--- config.mk ---
export PLATFORM = sky130hd
export DESIGN_NAME = ham_secded_dec_pipe_flat
export DESIGN_NICKNAME = d
export VERILOG_FILES = /design/src/rtl/ham_secded_dec_pipe_if.sv /design/src/rtl/ham_secded_dec_pipe.sv /design/src/flat_wrapper.sv
export SDC_FILE = /design/constraint.sdc
export NUM_CORES = 1
export LEC_CHECK = 0
export CAP_MARGIN = 10
export CORE_MARGIN = 2
export CORE_UTILIZATION = 30
export DETAILED_ROUTE_END_ITERATION = 8
export DONT_BUFFER_PORTS = 1
export SYNTH_ARGS = -nofsm -noshare
export SYNTH_HDL_FRONTEND = slang
export SYNTH_SLANG_ARGS = --single-unit
--- constraint.sdc ---
create_clock -name i_clk -period 2.55 [get_ports i_clk]
set_clock_uncertainty 0.1 [all_clocks]
set_input_delay 0.765 -clock i_clk [delete_from_list [all_inputs] [get_ports i_clk]]
set_output_delay 0.765 -clock i_clk [all_outputs]
set_load 0.03 [all_outputs]
--- src/rtl/ham_secded_dec_pipe_if.sv ---
// ham_secded_dec_pipe_if
//  Stream and status bundle between a SECDED decoder and its environment.
//  Signal names are seen from the decoder's side (i_ = into decoder, o_ = out of decoder).
//  Input stream : i_code, i_valid, o_ready
//  Output stream: o_data, o_status, o_err_pos, o_valid, i_ready
//  Statistics   : i_clr_cnt, o_sec_count, o_ded_count
//  HAM_DEC_FATAL_EN: when defined, adds o_fatal (sticky uncorrectable-error halt flag).
//  Modports: slave = decoder, master = environment driving the decoder.
interface ham_secded_dec_pipe_if #(
    parameter int DATA_WIDTH = 8,
    parameter int CNT_WIDTH  = 16
);
    localparam int PARITY_BITS  = $clog2(DATA_WIDTH) + 1;
    localparam int ENCODED_WORD = DATA_WIDTH + PARITY_BITS;
    localparam int POS_W        = $clog2(ENCODED_WORD + 2);

    logic [ENCODED_WORD+1:1] i_code;
    logic                    i_valid;
    logic                    o_ready;
    logic [DATA_WIDTH-1:0]   o_data;
    logic [1:0]              o_status;
    logic [POS_W-1:0]        o_err_pos;
    logic                    o_valid;
    logic                    i_ready;
    logic                    i_clr_cnt;
    logic [CNT_WIDTH-1:0]    o_sec_count;
    logic [CNT_WIDTH-1:0]    o_ded_count;
`ifdef HAM_DEC_FATAL_EN
    logic                    o_fatal;
`endif

    modport slave (
        input  i_code, i_valid, i_ready, i_clr_cnt,
        output o_ready, o_data, o_status, o_err_pos, o_valid, o_sec_count, o_ded_count
`ifdef HAM_DEC_FATAL_EN
        , output o_fatal
`endif
    );

    modport master (
        output i_code, i_valid, i_ready, i_clr_cnt,
        input  o_ready, o_data, o_status, o_err_pos, o_valid, o_sec_count, o_ded_count
`ifdef HAM_DEC_FATAL_EN
        , input o_fatal
`endif
    );
endinterface

--- src/rtl/ham_secded_dec_pipe.sv ---
// ham_secded_dec_pipe
//  Two-stage pipelined SECDED Hamming decoder with valid/ready flow control.
//  S1 captures the codeword with its syndrome and overall parity; S2 holds the
//  classified, corrected data. Saturating counters track corrected and
//  uncorrectable words at the output handshake.
//  Ports: i_clk (clock), i_rst (synchronous active-high reset),
//         bus (ham_secded_dec_pipe_if.slave: input stream, output stream, statistics).
//  HAM_DEC_FATAL_EN: when defined, the first uncorrectable word leaving the
//  decoder sets a sticky o_fatal that stops intake until reset.
module ham_secded_dec_pipe #(
    parameter int DATA_WIDTH = 8,
    parameter int CNT_WIDTH  = 16
) (
    input logic                  i_clk,
    input logic                  i_rst,
    ham_secded_dec_pipe_if.slave bus
);
    localparam int PARITY_BITS  = $clog2(DATA_WIDTH) + 1;
    localparam int ENCODED_WORD = DATA_WIDTH + PARITY_BITS;
    localparam int CW           = ENCODED_WORD + 1;
    localparam int POS_W        = $clog2(ENCODED_WORD + 2);

    localparam logic [1:0] StatClean = 2'b00;
    localparam logic [1:0] StatCorr  = 2'b01;
    localparam logic [1:0] StatUncor = 2'b10;

    // Data occupies the non-power-of-two positions in ascending order.
    function automatic logic [DATA_WIDTH-1:0] extract(input logic [CW:1] c);
        logic [DATA_WIDTH-1:0] d;
        int                    j;
        d = '0;
        j = 0;
        for (int p = 3; p <= ENCODED_WORD; p++) begin
            if ((p & (p - 1)) != 0) begin
                if (j < DATA_WIDTH) d[j] = c[p];
                j++;
            end
        end
        return d;
    endfunction

    logic                   s1_valid;
    logic [CW:1]            s1_code;
    logic [PARITY_BITS-1:0] s1_syn;
    logic                   s1_par;

    logic                   out_valid;
    logic [DATA_WIDTH-1:0]  out_data;
    logic [1:0]             out_status;
    logic [POS_W-1:0]       out_pos;
    logic [CNT_WIDTH-1:0]   sec_cnt;
    logic [CNT_WIDTH-1:0]   ded_cnt;
    logic                   fatal;

    logic                   s2_free, s1_move, in_ready, accept, out_hs;
    logic [PARITY_BITS-1:0] syn_c;
    logic                   par_c;
    logic [CW:1]            fixed;
    logic [DATA_WIDTH-1:0]  dec_data;
    logic [1:0]             dec_status;
    logic [POS_W-1:0]       dec_pos;

    assign s2_free  = !out_valid || bus.i_ready;
    assign s1_move  = s1_valid && s2_free;
    assign in_ready = (!s1_valid || s1_move) && !fatal;
    assign accept   = bus.i_valid && in_ready;
    assign out_hs   = out_valid && bus.i_ready;

    // Syndrome is the XOR of the indices of all set bits in positions 1..ENCODED_WORD.
    always_comb begin
        syn_c = '0;
        for (int p = 1; p <= ENCODED_WORD; p++) begin
            if (bus.i_code[p]) syn_c = syn_c ^ PARITY_BITS'(p);
        end
        par_c = ^bus.i_code;
    end

    always_ff @(posedge i_clk) begin
        if (i_rst) begin
            s1_valid <= 1'b0;
            s1_code  <= '0;
            s1_syn   <= '0;
            s1_par   <= 1'b0;
        end else if (accept) begin
            s1_valid <= 1'b1;
            s1_code  <= bus.i_code;
            s1_syn   <= syn_c;
            s1_par   <= par_c;
        end else if (s1_move) begin
            s1_valid <= 1'b0;
        end
    end

    always_comb begin
        fixed      = s1_code;
        dec_status = StatClean;
        dec_pos    = '0;
        if (s1_par) begin
            if (s1_syn == '0) begin
                // Only the overall parity bit itself flipped.
                dec_status = StatCorr;
                dec_pos    = POS_W'(CW);
            end else if (int'(s1_syn) <= ENCODED_WORD) begin
                dec_status     = StatCorr;
                dec_pos        = POS_W'(s1_syn);
                fixed[s1_syn]  = ~fixed[s1_syn];
            end else begin
                dec_status = StatUncor;
            end
        end else if (s1_syn != '0) begin
            dec_status = StatUncor;
        end
        dec_data = extract(fixed);
    end

    always_ff @(posedge i_clk) begin
        if (i_rst) begin
            out_valid  <= 1'b0;
            out_data   <= '0;
            out_status <= StatClean;
            out_pos    <= '0;
        end else if (s2_free) begin
            out_valid <= s1_valid;
            if (s1_valid) begin
                out_data   <= dec_data;
                out_status <= dec_status;
                out_pos    <= dec_pos;
            end
        end
    end

    // Clear takes priority over a coincident increment.
    always_ff @(posedge i_clk) begin
        if (i_rst || bus.i_clr_cnt) begin
            sec_cnt <= '0;
            ded_cnt <= '0;
        end else if (out_hs) begin
            if (out_status == StatCorr && sec_cnt != '1) sec_cnt <= sec_cnt + CNT_WIDTH'(1);
            if (out_status == StatUncor && ded_cnt != '1) ded_cnt <= ded_cnt + CNT_WIDTH'(1);
        end
    end

`ifdef HAM_DEC_FATAL_EN
    always_ff @(posedge i_clk) begin
        if (i_rst) fatal <= 1'b0;
        else if (out_hs && out_status == StatUncor) fatal <= 1'b1;
    end
    assign bus.o_fatal = fatal;
`else
    assign fatal = 1'b0;
`endif

    assign bus.o_ready     = in_ready;
    assign bus.o_valid     = out_valid;
    assign bus.o_data      = out_data;
    assign bus.o_status    = out_status;
    assign bus.o_err_pos   = out_pos;
    assign bus.o_sec_count = sec_cnt;
    assign bus.o_ded_count = ded_cnt;
endmodule

--- src/flat_wrapper.sv ---
// flat-port wrapper written by rule: the top's interface ports become plain ports
module ham_secded_dec_pipe_flat 
#(
    parameter int DATA_WIDTH = 8,
    parameter int CNT_WIDTH  = 16
)
  (i_clk, i_rst, bus_i_code, bus_i_valid, bus_i_ready, bus_i_clr_cnt, bus_o_ready, bus_o_data, bus_o_status, bus_o_err_pos, bus_o_valid, bus_o_sec_count, bus_o_ded_count);
  ham_secded_dec_pipe_if #(.DATA_WIDTH(DATA_WIDTH), .CNT_WIDTH(CNT_WIDTH)) bus_i ();
  input logic i_clk;
  input logic i_rst;
  input wire logic [$bits(bus_i.i_code)-1:0] bus_i_code;
  input wire logic [$bits(bus_i.i_valid)-1:0] bus_i_valid;
  input wire logic [$bits(bus_i.i_ready)-1:0] bus_i_ready;
  input wire logic [$bits(bus_i.i_clr_cnt)-1:0] bus_i_clr_cnt;
  output wire logic [$bits(bus_i.o_ready)-1:0] bus_o_ready;
  output wire logic [$bits(bus_i.o_data)-1:0] bus_o_data;
  output wire logic [$bits(bus_i.o_status)-1:0] bus_o_status;
  output wire logic [$bits(bus_i.o_err_pos)-1:0] bus_o_err_pos;
  output wire logic [$bits(bus_i.o_valid)-1:0] bus_o_valid;
  output wire logic [$bits(bus_i.o_sec_count)-1:0] bus_o_sec_count;
  output wire logic [$bits(bus_i.o_ded_count)-1:0] bus_o_ded_count;
  assign bus_i.i_code = bus_i_code;
  assign bus_i.i_valid = bus_i_valid;
  assign bus_i.i_ready = bus_i_ready;
  assign bus_i.i_clr_cnt = bus_i_clr_cnt;
  assign bus_o_ready = bus_i.o_ready;
  assign bus_o_data = bus_i.o_data;
  assign bus_o_status = bus_i.o_status;
  assign bus_o_err_pos = bus_i.o_err_pos;
  assign bus_o_valid = bus_i.o_valid;
  assign bus_o_sec_count = bus_i.o_sec_count;
  assign bus_o_ded_count = bus_i.o_ded_count;
  ham_secded_dec_pipe #(.DATA_WIDTH(DATA_WIDTH), .CNT_WIDTH(CNT_WIDTH)) u_core (.i_clk(i_clk), .i_rst(i_rst), .bus(bus_i));
endmodule
==> flow_metrics.tcl, run 1 <==
set metrics [dict create \
    place_hpwl_um 5340 \
    end_kind "output pin" \
    initial_utilization_pct 30.5 \
    drv_slew 0 \
    syn_inst 356 \
    finalNetCount 397 \
    syn_area_per_cell_sq_um 8.76 \
    grt_setup_unrepaired "false" \
    yosysWarnings 0 \
    hold_start "u_core.s1_code[3]$_SDFFE_PP0P_" \
    rr_endpoint "u_core.bus.o_sec_count[14]$_SDFFE_PP0P_" \
    p_leak_nw 1.25 \
    syn_nets 376 \
    cp_max_fo 5 \
    synth_top_area_cell "dfxtp_1" \
    worst_r2r_path_depth 5 \
    wl_per_cell_um 13.8 \
    synthToLayoutAreaGrowth_pct 17.7 \
    r2r_slack_ps 550 \
    r2r_start "u_core.bus.o_status[0]$_SDFFE_PP0P_" \
    h-tree-depth 3 \
    vias_per_cell 4.88 \
    worstMarginPinSlew_ps 919 \
    crit_end "bus_o_ready" \
    drc 0 \
    whs_ps 365 \
    min_period_over_period_pct 81.9 \
    slowest_delay_ps 450 \
    dieHeight_um 106 \
    die_width_um 106 \
    postCtsHoldBufs 0 \
    numCtsBuffers 9 \
    io_buffers 0 \
    synthArstFlopShare_pct 0 \
    drive_above_1_share_pct 16.2 \
    core_area_sq_mm 0.0102 \
    clock-sinks 61 \
    drt_pass1_iterations 4 \
    syn-cell-area_sq_mm 0.00312 \
    num_rows 37 \
    routed_wl_um 7160 \
    cts-root-buf "clkbuf_8" \
    worst_hold_path_type "reg -> reg" \
    cts_tree "yes" \
    grt_antenna_before_repair 0 \
    io_pins 66 \
    ys.flop_type "dfxtp_1" \
    finalSetupViolCount 0 \
    drv_cap 0 \
    slew_headroom_pct 38.7 \
    crit_type "reg -> out" \
    cts_resized 0 \
    min_period_ps 2090 \
    yosys-top-cells-area "dfxtp_1 (39%), xnor2_1 (9.8%), nor2_1 (5.8%), nand2_1 (5.1%), a21oi_1 (4.0%)" \
    finalHoldViolations 0 \
    layout_commonest_cell "dfxtp_1" \
    synth_top_area_share_pct 39.1 \
    die_area_sq_mm 0.0112 \
    start_kind "flop" \
    grt_use_total_pct 13.1 \
    yosysSeqAreaShare_pct 39.1 \
    crit_chain "nand3b_1, buf_4" \
    power.density_mw_per_mm2 633 \
    post-place-ws_ps 479 \
    grt_overflow 0 \
    grt_max_degree 34 \
    synthDistinctLibCells 57 \
    synth_edf_count 0 \
    ff_latch_area_sq_mm 0.00122 \
    vias 2529 \
    initialDrtViolationCount 83 \
    ys_ff_latch 61 \
    fillers 1035 \
    ir_drop_mv 0.264 \
    path_clk_slew_ps 70 \
    crit_arrival_ps 1220 \
    fin_setup_tns_ps 0 \
    max_freq_ghz 0.479 \
    slowest_stage "dfxtp_1" \
    status "completed" \
    ant_nets 0 \
    fin_ws_ps 461 \
    required_ps 1690 \
    gp_congestion 0.814 \
    multi_input_area_sq_mm 0.00179 \
    clk_latency_ps 340 \
    grt_first_pass_wirelength_um 11700 \
    startpoint "u_core.bus.o_valid$_SDFFE_PP0P_" \
    final_util_pct 35.9 \
    postCtsSetupBuffers 0 \
    final_cell_mix "dfxtp_1 (61), nor2_1 (48), nand2_1 (42), xnor2_1 (35), buf_4 (26)" \
    grt_pass1_vias 2388 \
    clockBufferDepth 2 \
    num_antenna_cells 0 \
]
## synthesized netlist by cell type (all sizes together) (6+ instances only)
master	count
nor2	48
nand3	13
xor2	11
nor4	6
a21oi	25
a211oi	12
dfxtp	61
xnor2	36
and4	6
clkbuf	12
nand2	42
nand4	14
inv	7
nor3	13
## state kept, by name (all words and copies together) (netlist names)
register                count
u_core.bus.o_data           8
u_core.bus.o_ded_count     16
u_core.s1_par               1
u_core.bus.o_err_pos        4
u_core.bus.o_sec_count     16
u_core.s1_syn               4
u_core.s1_code              8
u_core.s1_valid             1
u_core.bus.o_valid          1
u_core.bus.o_status         2
## metal layers
metal / share of wire, % / global-route usage (%) / routed length, um
met2: 44 / 19.5 / 3120
met1: 46 / 16.1 / 3290
met4: 1.0 / 5.36 / 74
met3: 9.5 / 6.38 / 677
met5: 0 / 0 / 0
## worst min-delay path by stage
stage / endpoint / slack (ps) / cells after the start
after CTS: u_core.s1_code[10]$_SDFFE_PP0P_ / 370 / 1
after global placement: u_core.s1_code[3]$_SDFFE_PP0P_ / 360 / 2
after floorplan: u_core.bus.o_valid$_SDFFE_PP0P_ / 350 / 2
after global routing: u_core.s1_code[12]$_SDFFE_PP0P_ / 360 / 1
final: u_core.s1_code[3]$_SDFFE_PP0P_ / 360 / 2
after detailed placement: u_core.s1_code[3]$_SDFFE_PP0P_ / 360 / 2
## logic make-up (layout without fill, tap and decap cells)
family / count (synthesis) / in the layout / share of synthesized area, %
DFF: 61 / 61 / 39.1
xor gates and xnor gates: 49 / 49 / 15.3
AOI/OAI and AO/OA: 54 / 54 / 11.1
adders and majority gates: 2 / 2 / 0.802
buffers and inverters: 24 / 50 / 3.45
and+or+nand+nor: 166 / 166 / 30.2
## critical path: cells and delay by family, from the launching register on
kind / cells / cell delay [ps]
flops: 1 / 450
buf+inv: 1 / 220
simple gates: 1 / 210
## per-stage QoR
stage	power, mW	area (sq um)	instances
4_1_cts	2.35	3670	518
3_3_place_gp	1.27	3420	502
2_1_floorplan	1.23	3120	356
5_1_grt	2.42	3670	518
6_report	2.32	3670	518
3_5_place_dp	1.27	3420	502
## cell type report
cell class | count | share of cell area (%)
clock inverters | 6 | 3.00
multi-input cells | 271 | 48.8
well taps | 136 | 4.64
inverters | 7 | 0.716
repair buffers | 27 | 5.86
flip-flops and latches | 61 | 33.3
clock buffers | 10 | 3.75
## power by group
part           total, mW  switching [mW]  internal (mW)
Clock               1.08           0.402          0.674
Sequential          1.06          0.0729          0.986
Combinational      0.188          0.0962         0.0918
Power figures use the tool's default switching activity.
==> inputs of run 2 (changes only) <==
- clock period: 2.55 -> 2.2 ns (I/O delays scaled with it)
==> run 2 against run 1 <==
  * Hold slack got worse by 89 ps
  * Final area grew 1.4%
  * Clock-buffer cell count up 3
  * Highest routed layer unchanged
  * Sequential share of layout area down 0.46 points
  * Clock power increased by 12%
  * Sequential power increased by 15%
  * Global-route usage rose by 0.40 points
  * Total power rose by 14%
  * First-iteration DRC count up 33%
  * Critical endpoint unchanged
  * Core utilization is 0.50 points higher
  * Sequential cell count unchanged
==> flow_metrics.tcl, run 2 (same netlist as run 1, synthesis figures left out) <==
set metrics [dict create \
    status "completed" \
    slew_headroom_pct 67.4 \
    grt.met3_usage_pct 6.81 \
    min_period_over_period_pct 90.2 \
    r2r_slack_ps 350 \
    power.total_mw 2.66 \
    path_clk_slew_ps 60 \
    slowest_delay_ps 430 \
    vias_per_cell 4.90 \
    fin_setup_tns_ps 0 \
    drive_above_1_share_pct 18.2 \
    h-tree-depth 3 \
    postCtsSetupBuffers 0 \
    num_antenna_cells 0 \
    grt_first_pass_wirelength_um 12000 \
    drv_cap 0 \
    crit_chain "nand3b_1, buf_4" \
    power.density_mw_per_mm2 714 \
    routed_wl_um 7320 \
    crit_family "flip-flops" \
    die_area_sq_mm 0.0112 \
    rr_endpoint "u_core.bus.o_sec_count[12]$_SDFFE_PP0P_" \
    worst_hold_path_type "in -> reg" \
    finalHoldViolations 0 \
    grt_overflow 0 \
    crit_arrival_ps 1220 \
    ir_drop_mv 0.215 \
    detailed_place.area_sq_mm 0.00348 \
    end_kind "output pin" \
    clock-sinks 61 \
    cts_resized 0 \
    drt_pass1_iterations 5 \
    gp_congestion 0.814 \
    worst_r2r_path_depth 5 \
    drc 0 \
    layout_commonest_cell "dfxtp_1" \
    worstMarginPinSlew_ps 488 \
    die_width_um 106 \
    clockBufferDepth 2 \
    hold_start "i_rst" \
    grtUsageMet1_pct 15.9 \
    slowest_stage "dfxtp_1" \
    core_area_sq_mm 0.0102 \
    clk_latency_ps 350 \
    vias 2584 \
    synthToLayoutAreaGrowth_pct 19.3 \
    max_freq_ghz 0.504 \
    cts-root-buf "clkbuf_8" \
    postCtsHoldBufs 0 \
    cp_max_fo 6 \
    drv_slew 0 \
    grt_use_total_pct 13.5 \
    grt_pass1_vias 2498 \
    grt.busiest_layer "met2" \
    num_rows 37 \
    p_leak_nw 1.30 \
    required_ps 1440 \
    whs_endpoint "u_core.s1_syn[0]$_SDFFE_PP0P_" \
    wl_per_cell_um 13.9 \
    grt_antenna_before_repair 0 \
    dieHeight_um 106 \
    final_cell_mix "dfxtp_1 (61), nor2_1 (48), nand2_1 (42), buf_4 (36), xnor2_1 (35)" \
    fillers 1031 \
    initial_utilization_pct 30.5 \
    io_pins 66 \
    start_kind "flop" \
    grt_max_degree 34 \
    crit_type "reg -> out" \
    min_path_cells 1 \
    cts_tree "yes" \
    met2_usage_pct 20.5 \
    min_period_ps 1980 \
    io_buffers 0 \
    r2r_start "u_core.bus.o_sec_count[14]$_SDFFE_PP0P_" \
    initialDrtViolationCount 110 \
    final_area_sq_mm 0.00372 \
    path_buf_inv 1 \
    place_hpwl_um 5500 \
    ant_nets 0 \
    numCtsBuffers 9 \
    grt_setup_unrepaired "false" \
    finalNetCount 406 \
    finalSetupViolCount 0 \
]
-- run 2: cell count changes in the layout (fill, tap and decap cells not counted), sizes merged --
cell	before	now
buf	27	36
clkinvlp	2	0
clkbuf	10	13
bufinv	3	2
-- run 2: metrics by stage --
step	hold slack, ps	setup slack [ps]	utilization (%)	instances
after floorplan	347	213	-	356
after global placement	354	291	34.0	511
after detailed placement	357	254	34.0	511
after CTS	243	186	36.4	527
after global routing	251	141	36.4	527
final	276	216	36.4	527
-- run 2: how the worst max path moves through the flow --
stage / to / start / cells past startpoint / slack, ps
after detailed placement: u_core.bus.o_sec_count[14]$_SDFFE_PP0P_ / bus_i_ready / 5 / 250
after global routing: bus_o_ready / u_core.bus.o_valid$_SDFFE_PP0P_ / 2 / 140
final: bus_o_ready / u_core.bus.o_valid$_SDFFE_PP0P_ / 2 / 220
after CTS: bus_o_ready / u_core.bus.o_valid$_SDFFE_PP0P_ / 2 / 190
after global placement: bus_o_ready / bus_i_ready / 2 / 290
after floorplan: u_core.s1_syn[1]$_SDFFE_PP0P_ / bus_i_ready / 5 / 210
-- run 2: layout make-up --
cell class / count / area, sq um / area share (%)
clock buffers: 13 / 179 / 4.81
clock inverters: 3 / 65.1 / 1.75
inverters: 7 / 26.3 / 0.706
multi-input cells: 271 / 1790 / 48.1
flip-flops and latches: 61 / 1220 / 32.8
well taps: 136 / 170 / 4.57
repair buffers: 36 / 270 / 7.26
-- run 2: power by group --
group          internal (mW)  switching (mW)
logic                  0.109           0.120
clock network          0.760           0.449
registers               1.14          0.0769
-- run 2: per-layer routing --
layer,wire [um],vias to the layer above,share of wire [%]
met5,0,-,0
met4,142,0,1.9
met3,690,11,9.4
met2,3200,80,44
met1,3290,1184,45
li1,-,1309,-
==> inputs of run 3 (changes only) <==
- SLEW_MARGIN: unset -> 20
==> results of run 3 <==
Final layout, timing and power as in run 2 (identical DEF).
